[src/rtl/gonso_seq_if.sv]
// gonso sequencer bus: register-block controls, SRAM port 1 and byte stream.
// slave = sequencer side, master = register block / SRAM / consumer side.
interface gonso_seq_if #(
  parameter int ASIZE = 32
);
  logic             controller_en;
  logic             start;
  logic [3:0]       w_count;
  logic [ASIZE-1:0] w_first;
  logic [ASIZE-1:0] w_last;
  logic             progress;
  logic             done;
  logic             err;
  logic             cs1_n;
  logic [ASIZE-1:0] addr1;
  logic [7:0]       rdata1;
  logic [7:0]       data_o;
  logic             valid_o;
  logic             last_o;
  logic             ready_i;

  modport slave (
    input  controller_en, start, w_count,
    input  w_first, w_last, rdata1, ready_i,
    output progress, done, err, cs1_n,
    output addr1, data_o, valid_o, last_o
  );

  modport master (
    output controller_en, start, w_count,
    output w_first, w_last, rdata1, ready_i,
    input  progress, done, err, cs1_n,
    input  addr1, data_o, valid_o, last_o
  );
endinterface

[src/rtl/gonso_sequencer.sv]
// gonso playback sequencer: replays an SRAM byte window w_count times
// onto a valid/ready stream, one byte per FETCH/CAPTURE/OUT round.
module gonso_sequencer #(
  parameter int ASIZE = 32
) (
  input  logic        clk,
  input  logic        rst_n,
  gonso_seq_if.slave  bus
);
  typedef enum logic [1:0] {
    S_IDLE,
    S_FETCH,
    S_CAPTURE,
    S_OUT
  } state_e;

  state_e           state_q, state_d;
  logic [ASIZE-1:0] first_q, first_d;
  logic [ASIZE-1:0] last_q, last_d;
  logic [ASIZE-1:0] ptr_q, ptr_d;
  logic [3:0]       count_q, count_d;
  logic [3:0]       pass_q, pass_d;
  logic [7:0]       data_q, data_d;
  logic             lastb_q, lastb_d;
  logic             done_q, done_d;
  logic             err_q, err_d;

  always_ff @(posedge clk) begin
    if (!rst_n) begin
      state_q <= S_IDLE;
      first_q <= '0;
      last_q  <= '0;
      ptr_q   <= '0;
      count_q <= '0;
      pass_q  <= '0;
      data_q  <= '0;
      lastb_q <= 1'b0;
      done_q  <= 1'b0;
      err_q   <= 1'b0;
    end else begin
      state_q <= state_d;
      first_q <= first_d;
      last_q  <= last_d;
      ptr_q   <= ptr_d;
      count_q <= count_d;
      pass_q  <= pass_d;
      data_q  <= data_d;
      lastb_q <= lastb_d;
      done_q  <= done_d;
      err_q   <= err_d;
    end
  end

  always_comb begin
    state_d = state_q;
    first_d = first_q;
    last_d  = last_q;
    ptr_d   = ptr_q;
    count_d = count_q;
    pass_d  = pass_q;
    data_d  = data_q;
    lastb_d = lastb_q;
    done_d  = 1'b0;
    err_d   = 1'b0;
    unique case (state_q)
      S_IDLE: begin
        if (bus.controller_en && bus.start) begin
          if (bus.w_count == 4'd0) begin
            done_d = 1'b1;
          end else if (bus.w_last < bus.w_first) begin
            err_d = 1'b1;
          end else begin
            first_d = bus.w_first;
            last_d  = bus.w_last;
            count_d = bus.w_count;
            ptr_d   = bus.w_first;
            pass_d  = 4'd1;
            state_d = S_FETCH;
          end
        end
      end
      S_FETCH: state_d = S_CAPTURE;
      S_CAPTURE: begin
        data_d  = bus.rdata1;
        lastb_d = (ptr_q == last_q) && (pass_q == count_q);
        state_d = S_OUT;
      end
      S_OUT: begin
        if (bus.ready_i) begin
          if (lastb_q) begin
            done_d  = 1'b1;
            state_d = S_IDLE;
          end else if (ptr_q == last_q) begin
            ptr_d   = first_q;
            pass_d  = pass_q + 4'd1;
            state_d = S_FETCH;
          end else begin
            ptr_d   = ptr_q + ASIZE'(1);
            state_d = S_FETCH;
          end
        end
      end
      default: state_d = S_IDLE;
    endcase
    // Abort wins over everything, including a final handshake.
    if (state_q != S_IDLE && !bus.controller_en) begin
      state_d = S_IDLE;
      done_d  = 1'b0;
      ptr_d   = ptr_q;
      pass_d  = pass_q;
      data_d  = data_q;
      lastb_d = lastb_q;
    end
  end

  always_comb begin
    bus.progress = (state_q != S_IDLE);
    bus.cs1_n    = (state_q != S_FETCH);
    bus.valid_o  = (state_q == S_OUT);
    bus.addr1    = ptr_q;
    bus.data_o   = data_q;
    bus.last_o   = lastb_q;
    bus.done     = done_q;
    bus.err      = err_q;
  end
endmodule
[src/flat_wrapper.sv]
// flat-port wrapper written by rule: the top's interface ports become plain ports
module gonso_sequencer_flat 
#(
  parameter int ASIZE = 32
)
  (clk, rst_n, bus_controller_en, bus_start, bus_w_count, bus_w_first, bus_w_last, bus_rdata1, bus_ready_i, bus_progress, bus_done, bus_err, bus_cs1_n, bus_addr1, bus_data_o, bus_valid_o, bus_last_o);
  gonso_seq_if #(.ASIZE(ASIZE)) bus_i ();
  input  logic clk;
  input  logic rst_n;
  input wire logic [$bits(bus_i.controller_en)-1:0] bus_controller_en;
  input wire logic [$bits(bus_i.start)-1:0] bus_start;
  input wire logic [$bits(bus_i.w_count)-1:0] bus_w_count;
  input wire logic [$bits(bus_i.w_first)-1:0] bus_w_first;
  input wire logic [$bits(bus_i.w_last)-1:0] bus_w_last;
  input wire logic [$bits(bus_i.rdata1)-1:0] bus_rdata1;
  input wire logic [$bits(bus_i.ready_i)-1:0] bus_ready_i;
  output wire logic [$bits(bus_i.progress)-1:0] bus_progress;
  output wire logic [$bits(bus_i.done)-1:0] bus_done;
  output wire logic [$bits(bus_i.err)-1:0] bus_err;
  output wire logic [$bits(bus_i.cs1_n)-1:0] bus_cs1_n;
  output wire logic [$bits(bus_i.addr1)-1:0] bus_addr1;
  output wire logic [$bits(bus_i.data_o)-1:0] bus_data_o;
  output wire logic [$bits(bus_i.valid_o)-1:0] bus_valid_o;
  output wire logic [$bits(bus_i.last_o)-1:0] bus_last_o;
  assign bus_i.controller_en = bus_controller_en;
  assign bus_i.start = bus_start;
  assign bus_i.w_count = bus_w_count;
  assign bus_i.w_first = bus_w_first;
  assign bus_i.w_last = bus_w_last;
  assign bus_i.rdata1 = bus_rdata1;
  assign bus_i.ready_i = bus_ready_i;
  assign bus_progress = bus_i.progress;
  assign bus_done = bus_i.done;
  assign bus_err = bus_i.err;
  assign bus_cs1_n = bus_i.cs1_n;
  assign bus_addr1 = bus_i.addr1;
  assign bus_data_o = bus_i.data_o;
  assign bus_valid_o = bus_i.valid_o;
  assign bus_last_o = bus_i.last_o;
  gonso_sequencer #(.ASIZE(ASIZE)) u_core (.clk(clk), .rst_n(rst_n), .bus(bus_i));
endmodule
[config.mk]
export PLATFORM = sky130hd
export DESIGN_NAME = gonso_sequencer_flat
export DESIGN_NICKNAME = d
export VERILOG_FILES = /design/src/rtl/gonso_seq_if.sv /design/src/rtl/gonso_sequencer.sv /design/src/flat_wrapper.sv
export SDC_FILE = /design/constraint.sdc
export NUM_CORES = 1
export LEC_CHECK = 0
export BUFFER_PORTS_ARGS = -buffer_cell sky130_fd_sc_hd__buf_4
export CAP_MARGIN = 0
export CORE_ASPECT_RATIO = 1.4
export CORE_MARGIN = 2
export CORE_UTILIZATION = 35
export CTS_CLUSTER_DIAMETER = 150
export DETAILED_ROUTE_END_ITERATION = 8
export GPL_ROUTABILITY_DRIVEN = 0
export PLACE_DENSITY_LB_ADDON = 0.12
export SLEW_MARGIN = 20
export SYNTH_ARGS = -nofsm -noshare
export SYNTH_HDL_FRONTEND = slang
export SYNTH_SLANG_ARGS = --single-unit
[constraint.sdc]
create_clock -name clk -period 3 [get_ports clk]
set_input_delay 0.15 -clock clk [delete_from_list [all_inputs] [get_ports clk]]
set_output_delay 0.15 -clock clk [all_outputs]
set_load 0.01 [all_outputs]
======== After elaboration in Yosys (flattened, before gate mapping) ========
Index checks and enable logic that the tools add are counted.
word-level totals
  bits in registers ....................... 117
  bits of input ports ..................... 81
  output and inout port bits .............. 46
  word-level logic and storage cells ...... 72
cells by class
  add/sub/neg operators ................... 2
  order comparisons ....................... 1
  equal/unequal tests ..................... 12
  mux-type cells .......................... 26
  bitwise gates (word level) .............. 6
  reduce and logical (&&, ||, !) cells .... 15
operators with widths
  kind                                                    number
  2-to-1 mux 32 bit                                       6
  one-hot mux 32 bit (2 select lines)                     1
  adder 32 x 1 -> 32 bit (second input constant)          1
  equality test 32 bit                                    1
  less-than comparator 32 bit                             1
  2-to-1 mux 4 bit                                        6
  2-to-1 mux 2 bit                                        4
  inequality test 2 bit (second input constant)           4
  one-hot mux 2 bit (4 select lines)                      1
  one-hot mux 4 bit (2 select lines)                      1
  AND reduction 4 bit                                     2
  AND reduction 8 bit                                     1
  AND reduction 7 bit                                     1
  2-to-1 mux 1 bit                                        6
  inequality test 2 x 1 -> 1 bit (second input constant)  3
  inverter 1 bit                                          6
  adder 4 x 1 -> 4 bit (second input constant)            1
  equality test 2 bit (second input constant)             2
  equality test 4 bit                                     1
  logical NOT 4 bit                                       1
  nonzero test 2 bit                                      2
  OR reduction 4 bit                                      1
  logical AND 1 bit                                       3
  equality test 2 x 1 -> 1 bit (second input constant)    1
  5 further kinds                                         5

======== Longest topological paths before layout ========
Gate-level depths: netlist of the first run.
  depth after elaboration ................. 5
  mapped depth ............................ 11
  mapped depth without buffers ............ 9

======== Worst setup path before layout of the first run ========
OpenSTA, ideal clock, no wires.
  kind .................................... input to register
  from .................................... input bus_w_first[11]
  to ...................................... register u_core.count_q[1]
  setup time .............................. 0.128 ns
  arrival ................................. 2.198 ns
  required time ........................... 2.872 ns
  setup slack ............................. 0.674 ns
  stages .................................. 11
  buffers on the path ..................... 2
  cells stage by stage .................... inv_1 -> ha_1 -> and4_1 -> nor2b_1 -> a211o_1 -> o311a_1 -> o21ai_2 -> buf_6 -> buf_6 -> mux2i_1 -> nor2_1
on the way
  longest elaborated chain between the ends .. 3
ends and longest elaborated chain
  element                               line                   source
  start, declared                       flat_wrapper.sv:13     input wire logic [$bits(bus_i.w_first)-1:0] bus_w_first;
  less-than comparator 32 bit           gonso_sequencer.sv:70  end else if (bus.w_last < bus.w_first) begin
  inverter 1 bit (no source line)       -
  AND reduction 4 bit (no source line)  -
  end signal, assigned                  gonso_sequencer.sv:45  count_q <= count_d;
  end, declared                         gonso_sequencer.sv:21  logic [3:0] count_q, count_d;
Every way passes these cells.
A chain may end at the register's enable or synchronous reset.

======== Final worst setup path of the first run ========
  from .................................... input bus_w_first[11]
  to ...................................... register u_core.first_q[8]
on the way
  longest elaborated chain between the ends .. 3
ends and longest elaborated chain
  element                               line                   source
  less-than comparator 32 bit           gonso_sequencer.sv:70
  inverter 1 bit (no source line)       -
  AND reduction 4 bit (no source line)  -
  end signal, assigned                  gonso_sequencer.sv:42  first_q <= first_d;
  end, declared                         gonso_sequencer.sv:18  logic [ASIZE-1:0] first_q, first_d;
Every way passes these cells.

==> results of run 1 <==
==> cell families after synthesis <==
family                     after synthesis  share of synthesized area (%)
xor gates and xnor gates                62                           8.05
muxes                                  101                           15.2
DFF                                    117                           34.7
buffers and inverters                   86                           5.58
and+or+nand+nor                        220                           16.0
AOI/OAI and AO/OA                      151                           13.6
adders and majority gates               37                           6.86
==> synthesized netlist by cell type, types with 2 or more instances <==
cell type  number
and4_1          8
a31oi_1         5
nand2b_1        2
buf_6           3
mux2i_1        87
o211ai_1       11
a21oi_1        51
buf_2          10
nand3_1        20
xnor2_1        45
ha_1           37
a211o_1         3
a211oi_1        5
nor3_1          5
nor4_1          4
nor4_4          2
mux2_2         12
and3_1          6
nand4_1        21
clkbuf_1       24
nand3b_1        2
o32ai_1         2
nor2b_1         2
o311a_1         3
mux2_1          2
dfxtp_1       117
nor2_1         96
o221a_2         3
buf_1           3
a221oi_1        3
o21ai_0        49
o22ai_1         2
and2_1          3
xor2_1         17
a21o_1          4
nand2_1        43
buf_4           5
inv_1          40
==> layout make-up <==
cell class / count / area share [%]
Clock buffer: 23 / 5.28
Tap cell: 248 / 3.29
Clock inverter: 9 / 1.80
Multi-Input combinational cell: 571 / 42.8
Timing Repair Buffer: 227 / 20.4
Sequential cell: 117 / 24.8
Inverter: 41 / 1.63
==> routing by layer <==
metal | vias up | share of wire [%]
met5 | - | 0
met4 | 0 | 2.4
met3 | 33 | 4.4
met2 | 161 | 49
met1 | 2911 | 44
li1 | 3133 | -
==> power by group through the flow <==
stage               Sequential (µW)  Clock, µW  Combinational [µW]
floorplan                      1760          0                 536
global placement               1770          0                 930
detailed placement             1770          0                 933
CTS                            1740       2360                1010
global route                   1750       2420                1100
finish                         1740       2310                1010
==> sequential cells by signal, indices dropped and copies added (netlist names), 2 cells and up <==
| signal | cells |
|---|---|
| u_core.first_q | 32 |
| u_core.last_q | 32 |
| u_core.state_q | 2 |
| u_core.pass_q | 4 |
| u_core.bus.data_o | 8 |
| u_core.count_q | 4 |
| u_core.bus.addr1 | 32 |
==> cell usage in the layout, fill, tap and decap left out, types with 21 or more instances in the layout <==
cell type,netlist,layout
inv_1,40,40
buf_4,5,150
ha_1,37,36
xnor2_1,45,45
nand4_1,21,21
dfxtp_1,117,117
a21oi_1,51,51
nand2_1,43,43
o21ai_0,49,48
nor2_1,96,96
mux2i_1,87,87
dlygate4sd3_1,0,74
==> per-stage QoR <==
step | hold slack, ns | setup slack, ns | total power [µW]
floorplan | 0.290 | 0.674 | 2300
global route | 0.0148 | 0.0248 | 5270
global placement | 0.381 | 0.328 | 2700
detailed placement | 0.388 | 0.248 | 2700
finish | 0.0164 | 0.176 | 5050
CTS | 0.00911 | 0.147 | 5110
==> repair_timing <==
item / in CTS / in global routing
setup endpoints to repair: 0 / 1
endpoints found under the hold margin: 74 / 0
hold buffers: 74 / 0
==> final timing paths <==
| check | start | to | slack [ns] | cells past startpoint |
|---|---|---|---|---|
| max | bus_w_first[11] | u_core.first_q[8] | 0.18 | 12 |
| min | bus_w_first[22] | u_core.first_q[22] | 0.02 | 3 |
| max reg2reg | u_core.state_q[0] | u_core.bus.addr1[29] | 0.40 | 10 |
| min reg2reg | u_core.count_q[3] | u_core.count_q[3] | 0.48 | 2 |
==> worst max-delay path, cell delays in order <==
cell	delay, ns
dlygate4sd3_1	0.54
buf_4	0.14
inv_1	0.06
ha_1	0.24
and4_1	0.25
nor2b_1	0.14
a211o_1	0.29
o311a_1	0.44
o21ai_4	0.23
buf_12	0.29
mux2i_1	0.23
nor2_1	0.06
==> flow_summary.html, run 1 <==
<table>
<tr><th>Metric</th><th>Value</th></tr>
<tr><th colspan="2">Drt</th></tr>
<tr><td>Vias per Instance</td><td>5.05</td></tr>
<tr><td>DRC Markers</td><td>0</td></tr>
<tr><td>Post-detailed-route wirelength per cell</td><td>17.2 µm</td></tr>
<tr><td>Antenna-violating nets left</td><td>0</td></tr>
<tr><td>Detailed Routing Iterations Pass 1</td><td>5</td></tr>
<tr><td>Initial DRC Count</td><td>341</td></tr>
<tr><td>Total length of routed wires</td><td>21.2 mm</td></tr>
<tr><td>Via count</td><td>6238</td></tr>
<tr><th colspan="2">Yosys</th></tr>
<tr><td>Post-synth ARST share</td><td>0%</td></tr>
<tr><td>Portion of synthesized cell area occupied by the leading cell type</td><td>34.7%</td></tr>
<tr><td>Ranking of synthesized cells by area</td><td>dfxtp_1, mux2i_1, ha_1</td></tr>
<tr><td>Register bit total from synthesis</td><td>117</td></tr>
<tr><td>Flip-flop cell with the highest count after synthesis</td><td>dfxtp_1</td></tr>
<tr><td>Synthesized net count</td><td>892</td></tr>
<tr><td>Synth warnings</td><td>0</td></tr>
<tr><td>Post-synthesis cell type with the largest combined area</td><td>dfxtp_1</td></tr>
<tr><td>Synth Instances</td><td>774</td></tr>
<tr><td>Number of enable-type register cells in the synthesized netlist</td><td>0</td></tr>
<tr><td>Sequential fraction of the synthesis area</td><td>34.7%</td></tr>
<tr><td>Mapped Avg Cell Area</td><td>8.72 µm²</td></tr>
<tr><td>Count of distinct cell types in the synthesized netlist</td><td>55</td></tr>
<tr><td>Post-synth design cell area</td><td>6750 µm²</td></tr>
<tr><th colspan="2">Power and ir drop</th></tr>
<tr><td>Sequential Power Share</td><td>34.4%</td></tr>
<tr><td>Static Leak</td><td>0.00447 µW</td></tr>
<tr><td>Power density relative to cell area</td><td>535 nW/µm²</td></tr>
<tr><td>Net Sw Power</td><td>1350 µW</td></tr>
<tr><td>Logic pwr share</td><td>19.9%</td></tr>
<tr><td>Cell-internal power</td><td>3710 µW</td></tr>
<tr><td>Part of the total power dissipated in the clock network</td><td>45.7%</td></tr>
<tr><td>Switching part of the total</td><td>26.7%</td></tr>
<tr><td>IR Drop Worst-Case VDD</td><td>0.408 mV</td></tr>
<tr><th colspan="2">Placed design</th></tr>
<tr><td>Post-Place Cells</td><td>1130</td></tr>
<tr><td>Number of buffers added on ports</td><td>126</td></tr>
<tr><td>Post-place instance area</td><td>8030 µm²</td></tr>
<tr><td>Placed wire-length estimate</td><td>14.8 mm</td></tr>
<tr><th colspan="2">Floorplanning</th></tr>
<tr><td>Site row count</td><td>60</td></tr>
<tr><td>Die Area</td><td>20400 µm²</td></tr>
<tr><td>Core Area</td><td>19100 µm²</td></tr>
<tr><td>Starting density of the core</td><td>35.4%</td></tr>
<tr><td>Boundary Pins</td><td>127</td></tr>
<tr><td>Chip width</td><td>121 µm</td></tr>
<tr><td>Height of the die</td><td>168 µm</td></tr>
<tr><th colspan="2">CTS</th></tr>
<tr><td>Post-cts sizing count</td><td>0</td></tr>
<tr><td>Later-pin clock latency in the skew report</td><td>0.42 ns</td></tr>
<tr><td>Buffer cell driving the clock tree root</td><td>clkbuf_16</td></tr>
<tr><td>H-tree depth</td><td>4</td></tr>
<tr><td>Buffer count from post-CTS setup fixing</td><td>0</td></tr>
<tr><td>Clock tree from TritonCTS</td><td>built</td></tr>
<tr><td>TritonCTS Buffers</td><td>17</td></tr>
<tr><td>TritonCTS Sinks</td><td>117</td></tr>
<tr><td>Number of buffers between clock root and the deepest sink</td><td>2</td></tr>
<tr><td>Clock-pin slew reported for the worst setup and hold paths after clock tree synthesis</td><td>0.05 ns</td></tr>
<tr><th colspan="2">Critical path</th></tr>
<tr><td>Required @ worst endpoint</td><td>3.27 ns</td></tr>
<tr><td>Worst Path Arrival</td><td>3.09 ns</td></tr>
<tr><td>Startpoint Class</td><td>input port</td></tr>
<tr><td>Setup Crit Path Kind</td><td>in2reg</td></tr>
<tr><td>Sort of element at the end of the critical path</td><td>register</td></tr>
<tr><td>Largest driver fanout on the critical path</td><td>37</td></tr>
<tr><th colspan="2">Job</th></tr>
<tr><td>Maximum Capacitance Violations</td><td>0</td></tr>
<tr><th colspan="2">Layout</th></tr>
<tr><td>Area added between synthesis and finish</td><td>39.9%</td></tr>
<tr><td>Share of cells above drive strength 1</td><td>21.1%</td></tr>
<tr><td>Total non-filler cell area in the finished layout</td><td>9440 µm²</td></tr>
<tr><td>Final std cells w/o fill</td><td>1236</td></tr>
<tr><td>Multi-input logic area</td><td>4040 µm²</td></tr>
<tr><td>FILL cells</td><td>1882</td></tr>
<tr><td>Number of diodes added for antenna fixing</td><td>0</td></tr>
<tr><td>Area of all sequential standard cells</td><td>2340 µm²</td></tr>
<tr><td>Final-stage net count</td><td>1093</td></tr>
<tr><td>Final cell utilization of the core</td><td>49.5%</td></tr>
<tr><th colspan="2">STA</th></tr>
<tr><td>Setup repair after global routing missed its margin</td><td>false</td></tr>
<tr><td>Number of setup violations in the final report</td><td>0</td></tr>
<tr><td>Max Slew Vio Count</td><td>0</td></tr>
<tr><td>Timing-limited maximum frequency</td><td>354 MHz</td></tr>
<tr><td>Clock skew after layout</td><td>0.00469 ns</td></tr>
<tr><td>Final-report hold violation count</td><td>0</td></tr>
<tr><td>Actual transition at the worst max-transition pin</td><td>0.948 ns</td></tr>
<tr><td>Setup TNS Final</td><td>0 ns</td></tr>
<tr><td>Ratio of final minimum period to clock period</td><td>94.1%</td></tr>
<tr><td>Final min period</td><td>2.82 ns</td></tr>
<tr><td>Slew margin rel.</td><td>36.7%</td></tr>
<tr><th colspan="2">Global routing</th></tr>
<tr><td>Maximum number of pins on one net before global-route repair</td><td>50</td></tr>
<tr><td>Top Usage Layer GRT</td><td>met2</td></tr>
<tr><td>Wire length of the first global-routing pass</td><td>33.1 mm</td></tr>
<tr><td>Total Routing Usage GR</td><td>20.9%</td></tr>
<tr><td>Overflow left after global routing</td><td>0</td></tr>
<tr><td>GR Util met2</td><td>35.4%</td></tr>
<tr><td>Grt met1 use</td><td>26.1%</td></tr>
<tr><td>Met3 Track Usage GR</td><td>4.17%</td></tr>
<tr><td>Initial antenna violation count</td><td>0</td></tr>
<tr><td>Number of global-route vias before repair</td><td>6202</td></tr>
<tr><th colspan="2">Hold path</th></tr>
<tr><td>Class of the tightest hold or removal check</td><td>in2reg</td></tr>
<tr><th colspan="2">Status</th></tr>
<tr><td>Run status</td><td>finished, final reports clean</td></tr>
</table>
Power figures use the tool's default switching activity.
==> run 2, diff against run 1 <==
--- a/config.mk
+++ b/config.mk
@@ -5,6 +5,7 @@
 export SDC_FILE = /design/constraint.sdc
 export NUM_CORES = 1
 export LEC_CHECK = 0
+export ABC_AREA = 1
 export BUFFER_PORTS_ARGS = -buffer_cell sky130_fd_sc_hd__buf_4
 export CAP_MARGIN = 0
 export CORE_ASPECT_RATIO = 1.4
==> flow_summary.html, run 2 <==
<table>
<tr><th>Metric</th><th>Value</th></tr>
<tr><th colspan="2">Status</th></tr>
<tr><td>Run status</td><td>finished, final reports clean</td></tr>
<tr><th colspan="2">Placed design</th></tr>
<tr><td>Number of buffers added on ports</td><td>126 (unchanged)</td></tr>
<tr><td>Post-place instance area</td><td>8390 µm² (+4.5%)</td></tr>
<tr><td>Placed wire-length estimate</td><td>15.9 mm (+7.5%)</td></tr>
<tr><td>Worst slack at placement</td><td>0.455 ns (+0.207 ns)</td></tr>
<tr><th colspan="2">Yosys</th></tr>
<tr><td>Synth cell count leaders</td><td>nand2_1, nor2_1, dfxtp_1</td></tr>
<tr><td>Post-synth ARST share</td><td>0% (unchanged)</td></tr>
<tr><td>Sequential fraction of the synthesis area</td><td>32.5% (-2.2 points)</td></tr>
<tr><td>Synthesized net count</td><td>1259 (+41%)</td></tr>
<tr><td>Number of enable-type register cells in the synthesized netlist</td><td>0 (unchanged)</td></tr>
<tr><td>Count leader, synth</td><td>nand2_1</td></tr>
<tr><td>Portion of synthesized cell area occupied by the leading cell type</td><td>32.5% (-2.2 points)</td></tr>
<tr><td>Ranking of synthesized cells by area</td><td>dfxtp_1, nand2_1, nor2_1</td></tr>
<tr><td>Post-synthesis cell type with the largest combined area</td><td>dfxtp_1</td></tr>
<tr><td>Flip-flop cell with the highest count after synthesis</td><td>dfxtp_1</td></tr>
<tr><td>Synth Instances</td><td>1141 (+47%)</td></tr>
<tr><td>Mapped Avg Cell Area</td><td>6.31 µm² (-28%)</td></tr>
<tr><td>Post-synth design cell area</td><td>7200 µm² (+6.8%)</td></tr>
<tr><td>Register bit total from synthesis</td><td>117 (unchanged)</td></tr>
<tr><td>Synth warnings</td><td>0 (unchanged)</td></tr>
<tr><td>Count of distinct cell types in the synthesized netlist</td><td>32 (-42%)</td></tr>
<tr><th colspan="2">Layout</th></tr>
<tr><td>Number of diodes added for antenna fixing</td><td>0 (unchanged)</td></tr>
<tr><td>Top library cells by usage in the layout, fill and taps aside</td><td>nand2_1, nor2_1, buf_4</td></tr>
<tr><td>Most common cell after layout, fill and taps aside</td><td>nand2_1</td></tr>
<tr><td>Area added between synthesis and finish</td><td>27.9%</td></tr>
<tr><td>Total non-filler cell area in the finished layout</td><td>9210 µm² (-2.4%)</td></tr>
<tr><td>Share of cells above drive strength 1</td><td>14.8% (-6.3 points)</td></tr>
<tr><td>Final-stage net count</td><td>1395 (+28%)</td></tr>
<tr><th colspan="2">Job</th></tr>
<tr><td>Maximum Capacitance Violations</td><td>0 (unchanged)</td></tr>
<tr><th colspan="2">STA</th></tr>
<tr><td>Max Slew Vio Count</td><td>0 (unchanged)</td></tr>
<tr><td>Clock skew after layout</td><td>0.00682 ns (+0.00214 ns)</td></tr>
<tr><td>Setup TNS Final</td><td>0 ns (unchanged)</td></tr>
<tr><td>Slew margin rel.</td><td>55.6% (+19 points)</td></tr>
<tr><td>Setup repair after global routing missed its margin</td><td>false</td></tr>
<tr><td>Number of setup violations in the final report</td><td>0 (unchanged)</td></tr>
<tr><td>Final min period</td><td>2.63 ns (-0.196 ns)</td></tr>
<tr><td>Worst Hold Slack</td><td>0.0100 ns (-0.00643 ns)</td></tr>
<tr><td>Timing-limited maximum frequency</td><td>380 MHz (+7.5%)</td></tr>
<tr><td>Final-report hold violation count</td><td>0 (unchanged)</td></tr>
<tr><td>Worst setup margin</td><td>0.372 ns (+0.196 ns)</td></tr>
<tr><td>Actual transition at the worst max-transition pin</td><td>0.665 ns (-0.283 ns)</td></tr>
<tr><td>Ratio of final minimum period to clock period</td><td>87.6% (-6.5 points)</td></tr>
<tr><th colspan="2">CTS</th></tr>
<tr><td>Number of buffers inserted for hold repair after clock tree synthesis</td><td>24 (-68%)</td></tr>
<tr><td>Number of buffers between clock root and the deepest sink</td><td>2 (unchanged)</td></tr>
<tr><td>TritonCTS Sinks</td><td>117 (unchanged)</td></tr>
<tr><td>Post-cts sizing count</td><td>0 (unchanged)</td></tr>
<tr><td>TritonCTS Buffers</td><td>17 (unchanged)</td></tr>
<tr><td>Buffer cell driving the clock tree root</td><td>clkbuf_16</td></tr>
<tr><td>Later-pin clock latency in the skew report</td><td>0.41 ns (about the same)</td></tr>
<tr><td>Clock-pin slew reported for the worst setup and hold paths after clock tree synthesis</td><td>0.05 ns (about the same)</td></tr>
<tr><td>Clock tree from TritonCTS</td><td>built</td></tr>
<tr><td>H-tree depth</td><td>4 (unchanged)</td></tr>
<tr><td>Buffer count from post-CTS setup fixing</td><td>0 (unchanged)</td></tr>
<tr><th colspan="2">Floorplanning</th></tr>
<tr><td>Chip width</td><td>125 µm (+3.2%)</td></tr>
<tr><td>Site row count</td><td>62 (+3.3%)</td></tr>
<tr><td>Boundary Pins</td><td>127 (unchanged)</td></tr>
<tr><td>Core Area</td><td>20300 µm² (+6.6%)</td></tr>
<tr><td>Starting density of the core</td><td>35.4% (+0.060 points)</td></tr>
<tr><td>Die Area</td><td>21800 µm² (+6.6%)</td></tr>
<tr><td>Height of the die</td><td>174 µm (+3.2%)</td></tr>
<tr><th colspan="2">Power and ir drop</th></tr>
<tr><td>Total power draw</td><td>7970 µW (+58%)</td></tr>
<tr><td>Part of the total power dissipated in the clock network</td><td>25.1% (-21 points)</td></tr>
<tr><td>IR Drop Worst-Case VDD</td><td>0.377 mV (-7.5%)</td></tr>
<tr><td>Logic pwr share</td><td>43.6% (+24 points)</td></tr>
<tr><td>Cell-internal power</td><td>4730 µW (+28%)</td></tr>
<tr><td>Sequential Power Share</td><td>31.3% (-3.1 points)</td></tr>
<tr><td>Net Sw Power</td><td>3240 µW (+140%)</td></tr>
<tr><td>Switching part of the total</td><td>40.6% (+14 points)</td></tr>
<tr><td>Power density relative to cell area</td><td>866 nW/µm² (+62%)</td></tr>
<tr><td>Static Leak</td><td>0.00434 µW (-2.9%)</td></tr>
<tr><th colspan="2">Drt</th></tr>
<tr><td>DRC Markers</td><td>0 (unchanged)</td></tr>
<tr><td>Antenna-violating nets left</td><td>0 (unchanged)</td></tr>
<tr><td>Detailed Routing Iterations Pass 1</td><td>5 (unchanged)</td></tr>
<tr><td>Total length of routed wires</td><td>22.1 mm (+4.3%)</td></tr>
<tr><td>Via count</td><td>7326 (+17%)</td></tr>
<tr><td>Post-detailed-route wirelength per cell</td><td>14.3 µm (-16%)</td></tr>
<tr><td>Initial DRC Count</td><td>398 (+17%)</td></tr>
<tr><td>Vias per Instance</td><td>4.75 (-5.9%)</td></tr>
<tr><th colspan="2">Critical path</th></tr>
<tr><td>Worst R2R Path Depth</td><td>12 (+2)</td></tr>
<tr><td>Source of the critical timing path</td><td>bus_w_last[17]</td></tr>
<tr><td>Setup Crit Path Kind</td><td>in2reg</td></tr>
<tr><td>Sort of element at the end of the critical path</td><td>register</td></tr>
<tr><td>Destination of the worst register-to-register timing path</td><td>u_core.pass_q[1]</td></tr>
<tr><td>Destination of the critical timing path</td><td>u_core.first_q[14]</td></tr>
<tr><td>FF-to-FF setup slack</td><td>0.82 ns (+0.42 ns)</td></tr>
<tr><td>Startpoint of the lowest-slack register-to-register path</td><td>u_core.bus.addr1[17]</td></tr>
<tr><td>Required @ worst endpoint</td><td>3.34 ns (+0.07 ns)</td></tr>
<tr><td>Worst Path Arrival</td><td>2.97 ns (-0.12 ns)</td></tr>
<tr><td>Startpoint Class</td><td>input port</td></tr>
<tr><td>Largest driver fanout on the critical path</td><td>39 (+5.4%)</td></tr>
<tr><th colspan="2">Hold path</th></tr>
<tr><td>Class of the tightest hold or removal check</td><td>in2reg</td></tr>
<tr><th colspan="2">Global routing</th></tr>
<tr><td>Maximum number of pins on one net before global-route repair</td><td>63 (+26%)</td></tr>
<tr><td>Number of global-route vias before repair</td><td>6942 (+12%)</td></tr>
<tr><td>Total Routing Usage GR</td><td>20.4% (-0.52 points)</td></tr>
<tr><td>Wire length of the first global-routing pass</td><td>35.7 mm (+7.9%)</td></tr>
<tr><td>Overflow left after global routing</td><td>0 (unchanged)</td></tr>
<tr><td>Initial antenna violation count</td><td>0 (unchanged)</td></tr>
</table>
[run 2: cell count changes in the layout (fill, tap and decap cells not counted), moves of 26 or more]
cell	change
nand2_1	+235
nor2_1	+152
mux2i_1	-87
inv_1	+69
dlygate4sd3_1	-50
o21ai_0	+37
nand3_1	+26
[run 2: logic make-up (layout without fill, tap and decap cells)]
logic type	count (synthesis)	count (layout)	share of synthesized area, %
AOI/OAI and AO/OA	151	151	10.8
xor gates and xnor gates	52	52	6.32
adders and majority gates	37	37	6.43
buffers and inverters	164	310	9.22
DFF	117	117	32.5
and+or+nand+nor	620	620	34.7
[run 2: final cells by class]
type                            instances  area (µm²)
Inverter                              116         435
Clock buffer                           26         539
Sequential cell                       117        2340
Fill cell                            2196       11100
Tap cell                              256         320
Timing Repair Buffer                  165        1340
Clock inverter                          3        40.0
Multi-Input combinational cell        860        4200
[run 2: power groups by stage]
stage / clock, µW / combinational (µW) / sequential (µW)
after floorplan: 0 / 2160 / 2510
after global placement: 0 / 3460 / 2530
after detailed placement: 0 / 3470 / 2540
after CTS: 2050 / 3520 / 2510
after global routing: 2120 / 3950 / 2570
final: 2000 / 3470 / 2500
[run 2: worst min-delay path by stage]
stage               startpoint                   end  slack [ns]  cells past startpoint
3_5_place_dp     bus_rdata1[6]  u_core.bus.data_o[6]        0.41                      3
5_1_grt         bus_w_last[14]     u_core.last_q[14]       0.003                      3
3_3_place_gp     bus_rdata1[7]  u_core.bus.data_o[7]        0.40                      3
2_1_floorplan  bus_w_first[11]    u_core.first_q[11]        0.31                      2
4_1_cts         bus_w_last[26]     u_core.last_q[26]      0.0004                      3
6_report       bus_w_first[16]    u_core.first_q[16]        0.01                      3
[run 2: metrics by stage]
step	utilization, %	cells
after floorplan	-	1141
after global placement	41.3	1490
after detailed placement	41.3	1490
after CTS	45.3	1543
after global routing	45.3	1543
final	45.3	1543
[run 2: per-layer routing]
| metal | global-route usage (%) | vias to the layer above | wire length, µm |
|---|---|---|---|
| li1 | - | 3848 | - |
| met1 | 24.9 | 3335 | 9770 |
| met2 | 36.6 | 124 | 11400 |
| met3 | 3.52 | 19 | 678 |
| met4 | 5.97 | 0 | 319 |
| met5 | 0 | - | 0 |
[run 2: worst max-delay path, stage by stage]
cell           delay, ns
dlygate4sd3_1       0.53
buf_4               0.14
ha_1                0.32
a21oi_1             0.17
o21ai_1             0.08
nand2_1             0.07
nand3_1             0.15
a21oi_1             0.36
nand2_1             0.15
nand2_2             0.18
buf_4               0.37
o21ai_0             0.13
a21oi_1             0.16
